<file path="src/rtl/onfi_host_pkg.sv">
// Shared definitions for the ONFI SDR host sequencer: op codes, FSM states,
// timing counter width and the counter preload helper.
package onfi_host_pkg;

    localparam int CNT_W = 8;

    typedef enum logic [2:0] {
        OP_CE_REL  = 3'd0,
        OP_CMD     = 3'd1,
        OP_ADDR    = 3'd2,
        OP_WR      = 3'd3,
        OP_RD      = 3'd4,
        OP_WAIT_RB = 3'd5,
        OP_SET_WP  = 3'd6,
        OP_RSVD    = 3'd7
    } op_code_t;

    localparam logic [2:0] S_IDLE    = 3'd0;
    localparam logic [2:0] S_WE_LO   = 3'd1;
    localparam logic [2:0] S_WE_HI   = 3'd2;
    localparam logic [2:0] S_RE_LO   = 3'd3;
    localparam logic [2:0] S_RE_HI   = 3'd4;
    localparam logic [2:0] S_WB_WAIT = 3'd5;
    localparam logic [2:0] S_RB_WAIT = 3'd6;

    typedef enum logic [2:0] {
        ST_IDLE    = S_IDLE,
        ST_WE_LO   = S_WE_LO,
        ST_WE_HI   = S_WE_HI,
        ST_RE_LO   = S_RE_LO,
        ST_RE_HI   = S_RE_HI,
        ST_WB_WAIT = S_WB_WAIT,
        ST_RB_WAIT = S_RB_WAIT
    } state_t;

    // A phase of t cycles preloads t-1; zero is treated as a one-cycle phase.
    function automatic logic [CNT_W-1:0] cnt_load(input int t);
        if (t <= 1)
            return '0;
        return CNT_W'(t - 1);
    endfunction

endpackage

</file>
<file path="src/rtl/onfi_rb_sync.sv">
// Two-flop synchroniser for the asynchronous NAND ready/busy pin.
// Resets to 1 (ready) so a freshly reset host never sees a false busy.
module onfi_rb_sync (
    input  logic clk,
    input  logic rst_n,
    input  logic rb_n_async,
    output logic rb_sync
);

    logic meta;

    always_ff @(posedge clk) begin
        if (!rst_n) begin
            meta    <= 1'b1;
            rb_sync <= 1'b1;
        end else begin
            meta    <= rb_n_async;
            rb_sync <= meta;
        end
    end

endmodule

</file>
<file path="src/rtl/onfi_sdr_host_seq.sv">
// ONFI SDR (asynchronous-mode) host bus sequencer: turns a stream of bus ops into
// pin-level cycles. Optional R/B busy timeout enabled by macro ONFI_RB_TIMEOUT_EN.
module onfi_sdr_host_seq
    import onfi_host_pkg::*;
#(
    parameter int T_WP           = 2,
    parameter int T_WH           = 2,
    parameter int T_RP           = 2,
    parameter int T_REH          = 2,
    parameter int T_WB           = 4,
    parameter int TIMEOUT_CYCLES = 65535
) (
    input  logic       clk,
    input  logic       rst_n,
    input  logic       op_valid,
    output logic       op_ready,
    input  logic [2:0] op_code,
    input  logic [7:0] op_data,
    output logic       rd_valid,
    output logic [7:0] rd_data,
    output logic       rb_timeout,
    output logic       CE_x_n,
    output logic       CLE_x,
    output logic       ALE_x,
    output logic       WE_x_n,
    output logic       RE_x_n,
    output logic       WP_x_n,
    output logic [7:0] io_out,
    output logic       io_oe,
    input  logic [7:0] io_in,
    input  logic       RB_x_n
);

    localparam logic [CNT_W-1:0] WP_LD  = cnt_load(T_WP);
    localparam logic [CNT_W-1:0] WH_LD  = cnt_load(T_WH);
    localparam logic [CNT_W-1:0] RP_LD  = cnt_load(T_RP);
    localparam logic [CNT_W-1:0] REH_LD = cnt_load(T_REH);
    localparam logic [CNT_W-1:0] WB_LD  = cnt_load(T_WB);

    state_t           state;
    logic [CNT_W-1:0] cnt;
    logic             rb_sync;
    logic             to_hit;

    onfi_rb_sync u_rb_sync (
        .clk        (clk),
        .rst_n      (rst_n),
        .rb_n_async (RB_x_n),
        .rb_sync    (rb_sync)
    );

`ifdef ONFI_RB_TIMEOUT_EN
    localparam logic [15:0] TO_LAST = 16'(TIMEOUT_CYCLES - 1);

    logic [15:0] to_cnt;

    // Counts cycles spent in RB_WAIT; cleared whenever the FSM is elsewhere.
    always_ff @(posedge clk) begin
        if (!rst_n || state != ST_RB_WAIT)
            to_cnt <= '0;
        else
            to_cnt <= to_cnt + 16'd1;
    end

    assign to_hit = (to_cnt == TO_LAST);
`else
    localparam int unused_timeout_cycles = TIMEOUT_CYCLES;

    assign to_hit = 1'b0;
`endif

    always_ff @(posedge clk) begin
        if (!rst_n) begin
            state      <= ST_IDLE;
            cnt        <= '0;
            op_ready   <= 1'b0;
            rd_valid   <= 1'b0;
            rd_data    <= '0;
            rb_timeout <= 1'b0;
            CE_x_n     <= 1'b1;
            CLE_x      <= 1'b0;
            ALE_x      <= 1'b0;
            WE_x_n     <= 1'b1;
            RE_x_n     <= 1'b1;
            WP_x_n     <= 1'b0;
            io_out     <= '0;
            io_oe      <= 1'b0;
        end else begin
            rd_valid   <= 1'b0;
            rb_timeout <= 1'b0;
            case (state)
                // Single-cycle ops stay in IDLE and spend their one busy cycle with op_ready low.
                ST_IDLE: begin
                    if (!op_ready) begin
                        op_ready <= 1'b1;
                    end else if (op_valid) begin
                        op_ready <= 1'b0;
                        case (op_code_t'(op_code))
                            OP_CMD, OP_ADDR, OP_WR: begin
                                CE_x_n <= 1'b0;
                                CLE_x  <= (op_code_t'(op_code) == OP_CMD);
                                ALE_x  <= (op_code_t'(op_code) == OP_ADDR);
                                io_out <= op_data;
                                io_oe  <= 1'b1;
                                WE_x_n <= 1'b0;
                                cnt    <= WP_LD;
                                state  <= ST_WE_LO;
                            end
                            OP_RD: begin
                                CE_x_n <= 1'b0;
                                io_oe  <= 1'b0;
                                RE_x_n <= 1'b0;
                                cnt    <= RP_LD;
                                state  <= ST_RE_LO;
                            end
                            OP_WAIT_RB: begin
                                cnt   <= WB_LD;
                                state <= ST_WB_WAIT;
                            end
                            OP_CE_REL: CE_x_n <= 1'b1;
                            OP_SET_WP: WP_x_n <= op_data[0];
                            default: ;
                        endcase
                    end
                end
                ST_WE_LO: begin
                    if (cnt == '0) begin
                        WE_x_n <= 1'b1;
                        cnt    <= WH_LD;
                        state  <= ST_WE_HI;
                    end else begin
                        cnt <= cnt - 1'b1;
                    end
                end
                ST_WE_HI: begin
                    if (cnt == '0) begin
                        CLE_x    <= 1'b0;
                        ALE_x    <= 1'b0;
                        io_oe    <= 1'b0;
                        op_ready <= 1'b1;
                        state    <= ST_IDLE;
                    end else begin
                        cnt <= cnt - 1'b1;
                    end
                end
                ST_RE_LO: begin
                    if (cnt == '0) begin
                        rd_data  <= io_in;
                        rd_valid <= 1'b1;
                        RE_x_n   <= 1'b1;
                        cnt      <= REH_LD;
                        state    <= ST_RE_HI;
                    end else begin
                        cnt <= cnt - 1'b1;
                    end
                end
                ST_RE_HI: begin
                    if (cnt == '0) begin
                        op_ready <= 1'b1;
                        state    <= ST_IDLE;
                    end else begin
                        cnt <= cnt - 1'b1;
                    end
                end
                ST_WB_WAIT: begin
                    if (cnt == '0)
                        state <= ST_RB_WAIT;
                    else
                        cnt <= cnt - 1'b1;
                end
                // Ready wins over a timeout that expires in the same cycle.
                ST_RB_WAIT: begin
                    if (rb_sync) begin
                        op_ready <= 1'b1;
                        state    <= ST_IDLE;
                    end else if (to_hit) begin
                        rb_timeout <= 1'b1;
                        op_ready   <= 1'b1;
                        state      <= ST_IDLE;
                    end
                end
                default: begin
                    op_ready <= 1'b1;
                    state    <= ST_IDLE;
                end
            endcase
        end
    end

endmodule

</file>
<file path="config.mk">
export PLATFORM = sky130hd
export DESIGN_NAME = onfi_sdr_host_seq
export DESIGN_NICKNAME = d
export VERILOG_FILES = /design/src/rtl/onfi_host_pkg.sv /design/src/rtl/onfi_rb_sync.sv /design/src/rtl/onfi_sdr_host_seq.sv
export SDC_FILE = /design/constraint.sdc
export NUM_CORES = 1
export LEC_CHECK = 0
export CAP_MARGIN = 20
export CORE_MARGIN = 2
export CORE_UTILIZATION = 54
export CTS_BUF_LIST = sky130_fd_sc_hd__clkbuf_4 sky130_fd_sc_hd__clkbuf_8
export DETAILED_ROUTE_END_ITERATION = 10
export PLACE_DENSITY = 0.87
export SLEW_MARGIN = 30
export SYNTH_ARGS = -nofsm -noshare
export SYNTH_HDL_FRONTEND = slang
export SYNTH_SLANG_ARGS = --single-unit
</file>
<file path="constraint.sdc">
create_clock -name clk -period 5.43 [get_ports clk]
set_input_delay 1.629 -clock clk [delete_from_list [all_inputs] [get_ports clk]]
set_output_delay 1.629 -clock clk [all_outputs]
set_load 0.02 [all_outputs]
</file>
# After elaboration in Yosys (flattened, before gate mapping)
# Index checks and enable logic that the tools add are counted.
[classes] n_addsub=1 n_eq_ne=26 mux=43 n_bitwise=1 n_reduce_logical=26
[ops] cell="8-bit 2-to-1 mux" count=4
[ops] cell="5-bit AND reduction" count=5
[ops] cell="8-bit case mux with 3 select lines" count=1
[ops] cell="3-bit 2-to-1 mux" count=7
[ops] cell="1-bit 2-to-1 mux" count=20
[ops] cell="3-bit == test (second input constant)" count=6
[ops] cell="3-bit case mux with 6 select lines" count=1
[ops] cell="8-bit case mux with 2 select lines" count=1
[ops] cell="2-bit inequality test (second input constant)" count=7
[ops] cell="1-bit case mux with 2 select lines" count=7
[ops] cell="3-bit by 2-bit == test with 1-bit output (second input constant)" count=4
[ops] cell="4-bit AND reduction" count=3
[ops] cell="3-bit case mux with 3 select lines" count=1
[ops] cell="3-bit OR reduction" count=3
[ops] cell="8-bit zero test" count=1
[ops] cell="2-bit by 1-bit inequality test with 1-bit output (second input constant)" count=4
[ops] cell="8-bit AND reduction" count=1
[ops] cell="2-bit nonzero test" count=4
[ops] cell="8-bit by 1-bit subtractor with 8-bit output (second input constant)" count=1
[ops] cell="3-bit by 1-bit == test with 1-bit output (second input constant)" count=2
[ops] cell="3-bit zero test" count=2
[ops] cell="4-bit by 1-bit inequality test with 1-bit output (second input constant)" count=1
[ops] cell="1-bit case mux with 4 select lines" count=1
[ops] cell="2-bit AND reduction" count=2
[ops] cell="7 further kinds" count=8
[word_totals] register_bits=38 in_bits=23 word_cells=112

# Logic depth before layout (Yosys ltp)
[logic_depth] ltp_word=6 depth_mapped=8 ltp_nobuf=7

# By module
# From an unflattened synthesis, not the netlist that was laid out.
[unflattened] hier_cells=220 hier_area_um2=1865.5
[by_module_without_submodules] mod="onfi_sdr_host_seq" n_inst=1 cells_per_inst=216 area_each_um2=1813.0 seq_area_each_um2=720.7
[by_module_without_submodules] mod="onfi_rb_sync" n_inst=1 cells_per_inst=4 area_each_um2=52.6 seq_area_each_um2=40.0

# Worst setup path before layout
# OpenSTA, ideal clock, no wires.
[synth_path] path_kind="input -> register" start="input op_code[2]" end="register cnt[5]" setup_time_ns=0.121 arrival_ns=2.957 required_ns=5.309 slack_ns=2.352 cell_stages=7 path_buffers=2 cell_sequence="buf_6 and2_4 or3_1 buf_2 o211a_1 and2_1 mux2_2"
[synth_between] elab_chain_len=4 word_cells_on_any_way=8 cone_classes="6 x eq/ne; 2 x reduce/logical"
[synth_rtl] element="start: declaration" line_no="onfi_sdr_host_seq.sv:17" source="input logic [2:0] op_code,"
[synth_rtl] element="3-bit by 1-bit == test with 1-bit output, or another cell as far along" line_no="onfi_sdr_host_seq.sv:98" source="case (op_code_t'(op_code))"
[synth_rtl] element="4-bit OR reduction (no source line)"
[synth_rtl] element="3-bit by 2-bit inequality test with 1-bit output (no source line) *"
[synth_rtl] element="5-bit AND reduction (no source line) *"
[synth_rtl] element="end signal: assignment" line_no="onfi_sdr_host_seq.sv:132" source="cnt <= cnt - 1'b1;"
[synth_rtl] element="end signal: assignment" line_no="onfi_sdr_host_seq.sv:143" source="cnt <= cnt - 1'b1;"
[synth_rtl] element="end signal: assignment" line_no="onfi_sdr_host_seq.sv:154" source="cnt <= cnt - 1'b1;"
[synth_rtl] element="end: declaration" line_no="onfi_sdr_host_seq.sv:41" source="logic [CNT_W-1:0] cnt;"
# Mark *: on every way between the ends. The rest lies on a longest branch, timed or not.
# A chain may end at the register's enable or synchronous reset.

==> qor.json <==
{
  "dr_total_vias": {"value": 1721},
  "post_synth_inst_count": {"value": 217},
  "final-max-slew-violation-count": {"value": 0},
  "postSynth.topFlopCell": {"value": "dfxtp_1"},
  "antennaDiodeCount": {"value": 0},
  "cts_root_buffer": {"value": "clkbuf_4"},
  "pin_count": {"value": 49},
  "clockPowerShare": {"value": 32.0, "unit": "%"},
  "reg2regPathDepth": {"value": 6},
  "post_synth_edffs": {"value": 0},
  "worst_ir_drop_vdd": {"value": 200, "unit": "µV"},
  "yosysTopAreaCell": {"value": "dfxtp_1"},
  "reg2reg_launch_point": {"value": "state[1]$_SDFFE_PN0P_"},
  "synth_seq_area_share": {"value": 40.7, "unit": "%"},
  "most_frequent_cells_after_synthesis": {"value": "dfxtp_1, nor2_1, mux2i_1"},
  "powerDensity": {"value": 312, "unit": "nW/µm²"},
  "int_pwr": {"value": 526, "unit": "µW"},
  "drtAntennaViolNets": {"value": 0},
  "route.detailed.drc": {"value": 0},
  "total_switching_power": {"value": 234, "unit": "µW"},
  "finalWirelength": {"value": 4270, "unit": "µm"},
  "dieArea": {"value": 3950, "unit": "µm²"},
  "grt_pass1_vias": {"value": 1598},
  "setup.worst_path.end_class": {"value": "flop"},
  "detailedRoute.firstPassIterationCount": {"value": 4},
  "netSwitchingFraction": {"value": 30.8, "unit": "%"},
  "worst_path_max_delay_cell": {"value": "clkdlybuf4s50_1"},
  "die_x": {"value": 62.9, "unit": "µm"},
  "fraction_of_layout_cells_with_a_size_suffix_above_1": {"value": 6.18, "unit": "%"},
  "core-area": {"value": 3340, "unit": "µm²"},
  "min-delay-start": {"value": "u_rb_sync.meta$_SDFF_PN1_"},
  "worst_slew_margin_rel": {"value": 46.3, "unit": "%"},
  "fin_nets": {"value": 282},
  "worstHoldEndpoint": {"value": "u_rb_sync.rb_sync$_SDFF_PN1_"},
  "critPathBufInv": {"value": 2},
  "unrepaired_setup_endpoints_after_global_routing": {"value": "false"},
  "number_of_warning_messages_in_the_yosys_log": {"value": 0},
  "status": {"value": "finished, final reports clean"},
  "hold_path_class": {"value": "reg -> reg"},
  "critical_path_required": {"value": 5.70, "unit": "ns"},
  "cts.repair.resized": {"value": 0},
  "ys_top_cells_by_area": {"value": "dfxtp_1, mux2i_1, nor2_1"},
  "number_of_stages_on_the_worst_hold_path": {"value": 1},
  "fin_worst_hold_slack": {"value": 0.426, "unit": "ns"},
  "yosys.cell_count.top_type": {"value": "dfxtp_1"},
  "place_hpwl": {"value": 2920, "unit": "µm"},
  "tritoncts": {"value": "yes"},
  "floorplan.initialDensity": {"value": 56.1, "unit": "%"},
  "drt_iter0_drc": {"value": 126},
  "fmax": {"value": 298, "unit": "MHz"},
  "flow.area_growth_from_synthesis": {"value": 30.4, "unit": "%"},
  "synth-async-reset-ratio": {"value": 0, "unit": "%"},
  "comb_power_share": {"value": 25.6, "unit": "%"},
  "synth_area": {"value": 1870, "unit": "µm²"},
  "critical_path.top_delay_family": {"value": "buffers and inverters"},
  "worst_pin_slew": {"value": 0.805, "unit": "ns"},
  "cts.sinks": {"value": 38},
  "count_of_final_hold_check_violations": {"value": 0},
  "total_clock_buffers_created_by_cts": {"value": 5},
  "fin_worst_skew": {"value": 0.00870, "unit": "ns"},
  "regToRegSetupSlack": {"value": 3.21, "unit": "ns"},
  "start_to_end_type_of_the_worst_setup_path": {"value": "in -> reg"},
  "crit_path_start_kind": {"value": "input port"},
  "gp_routability_congestion": {"value": 0.858},
  "maximum_number_of_pins_on_one_net_before_global_route_repair": {"value": 27},
  "floorplan.rows": {"value": 21},
  "maximum_buffer_depth_of_the_clock_tree": {"value": 2},
  "timing.critical_path.slowest_cell_delay": {"value": 0.84, "unit": "ns"},
  "mappedNetlistNets": {"value": 241},
  "worst_setup_hold_path_clk_slew": {"value": 0.12, "unit": "ns"},
  "crit_path_cell_trace": {"value": "clkdlybuf4s50_1 -> inv_1 -> a211oi_1 -> nand3b_1 -> mux2i_1"},
  "antenna_found_initial": {"value": 0},
  "setup_tns_final": {"value": 0, "unit": "ns"},
  "post_synth.cell_area_avg": {"value": 8.62, "unit": "µm²"},
  "die_h": {"value": 62.9, "unit": "µm"},
  "power_leakage": {"value": 0.000960, "unit": "µW"},
  "crit_path_max_fanout": {"value": 22},
  "postSynthRegisterBits": {"value": 38},
  "timing.max_cap.violations": {"value": 0},
  "grt_first_pass_wirelength": {"value": 7220, "unit": "µm"},
  "cts_hold_buffers_added": {"value": 0},
  "r2r-end": {"value": "CLE_x$_SDFFE_PN0P_"},
  "worst_skew_pair.late_latency": {"value": 0.34, "unit": "ns"},
  "post_cts_buffers": {"value": 0},
  "arrival": {"value": 3.63, "unit": "ns"},
  "grt_use_total": {"value": 22.3, "unit": "%"},
  "cts_max_level": {"value": 2},
  "grt_overflow": {"value": 0},
  "synth.lib_cells_used.distinct": {"value": 50},
  "buffer_ports.inserted": {"value": 47},
  "fin_crit": {"value": 3.36, "unit": "ns"},
  "vias_per_cell": {"value": 5.64},
  "setup_viol": {"value": 0},
  "sequentialPowerShare": {"value": 42.4, "unit": "%"},
  "wire_per_inst": {"value": 14.0, "unit": "µm"},
  "final.period_utilization": {"value": 61.8, "unit": "%"},
  "yosysTopAreaCellShare": {"value": 40.7, "unit": "%"}
}
==> stage by stage <==
step / area (µm²) / worst slack, ns / std cells / util, % / power, µW
global route: 2440 / 1.96 / 305 / 73.1 / 799
global placement: 2330 / 1.78 / 297 / 69.9 / 517
finish: 2440 / 2.07 / 305 / 73.1 / 761
floorplan: 1870 / 2.35 / 217 / - / 463
detailed placement: 2330 / 1.77 / 297 / 69.9 / 520
CTS: 2440 / 2.11 / 305 / 73.1 / 762
==> cell usage in the layout, fill, tap and decap left out, drive strengths merged, types with 5 or more instances in the layout <==
cell type,netlist,layout
a21oi,8,8
clkdlybuf4s50,0,47
clkbuf,6,5
mux2i,19,19
dfxtp,38,38
nand2,15,15
inv,7,7
nand3,5,5
nor2,35,35
o21ai,11,11
or3,5,5
==> cell type report <==
cell class / instances / area, µm²
clock buffer: 5 / 37.5
clock inverter: 3 / 68.8
fill: 253 / 897
inverter: 7 / 26.3
multi-input combinational: 158 / 1010
sequential: 38 / 761
tap: 46 / 57.6
timing repair buffer: 48 / 478
==> worst max path at each step <==
stage	start	to	slack [ns]	cells after the start
floorplan	op_code[2]	cnt[5]$_SDFFE_PN0P_	2.35	7
global placement	op_code[2]	cnt[7]$_SDFFE_PN0P_	1.78	6
detailed placement	op_code[2]	cnt[5]$_SDFFE_PN0P_	1.77	6
CTS	rst_n	CLE_x$_SDFFE_PN0P_	2.11	5
global route	rst_n	CLE_x$_SDFFE_PN0P_	1.96	5
finish	rst_n	CLE_x$_SDFFE_PN0P_	2.07	5
==> registers in the layout, indices dropped and copies added, names as in the netlist, 3 cells and up <==
name and flops:
state 3, io_out 8, cnt 8, rd_data 8
==> worst register-to-register path: cells and delay by family, from the launching register on <==
family	cells	cell delay, ns
muxes	1	0.22
and+or+nand+nor	3	0.90
AOI/OAI and AO/OA	1	0.20
DFF	1	0.59
buffers and inverters	1	0.24
==> power by group through the flow <==
stage | Sequential (µW) | Clock (µW) | Combinational (µW)
after CTS | 323 | 246 | 194
final | 323 | 243 | 195
after global placement | 327 | 0 | 190
after detailed placement | 328 | 0 | 191
after global routing | 326 | 257 | 215
after floorplan | 323 | 0 | 140
==> layer usage <==
| metal | vias to the layer above | track usage, % | wire length, µm |
|---|---|---|---|
| li1 | 851 | - | - |
| met3 | 4 | 6.85 | 332 |
| met2 | 61 | 35.8 | 1970 |
| met4 | 0 | 5.00 | 27 |
| met1 | 805 | 29.7 | 1940 |
| met5 | - | 0 | 0 |
==> logic make-up after synthesis <==
family	synth area share, %
buffers and inverters	5.28
flip-flops	40.7
AO/OA/AOI/OAI	17.6
AND/OR/NAND/NOR	23.7
adder cells (fa/ha/maj)	0.669
other	0.200
XOR/XNOR	0.468
multiplexers	11.4
Power figures use the tool's default switching activity.
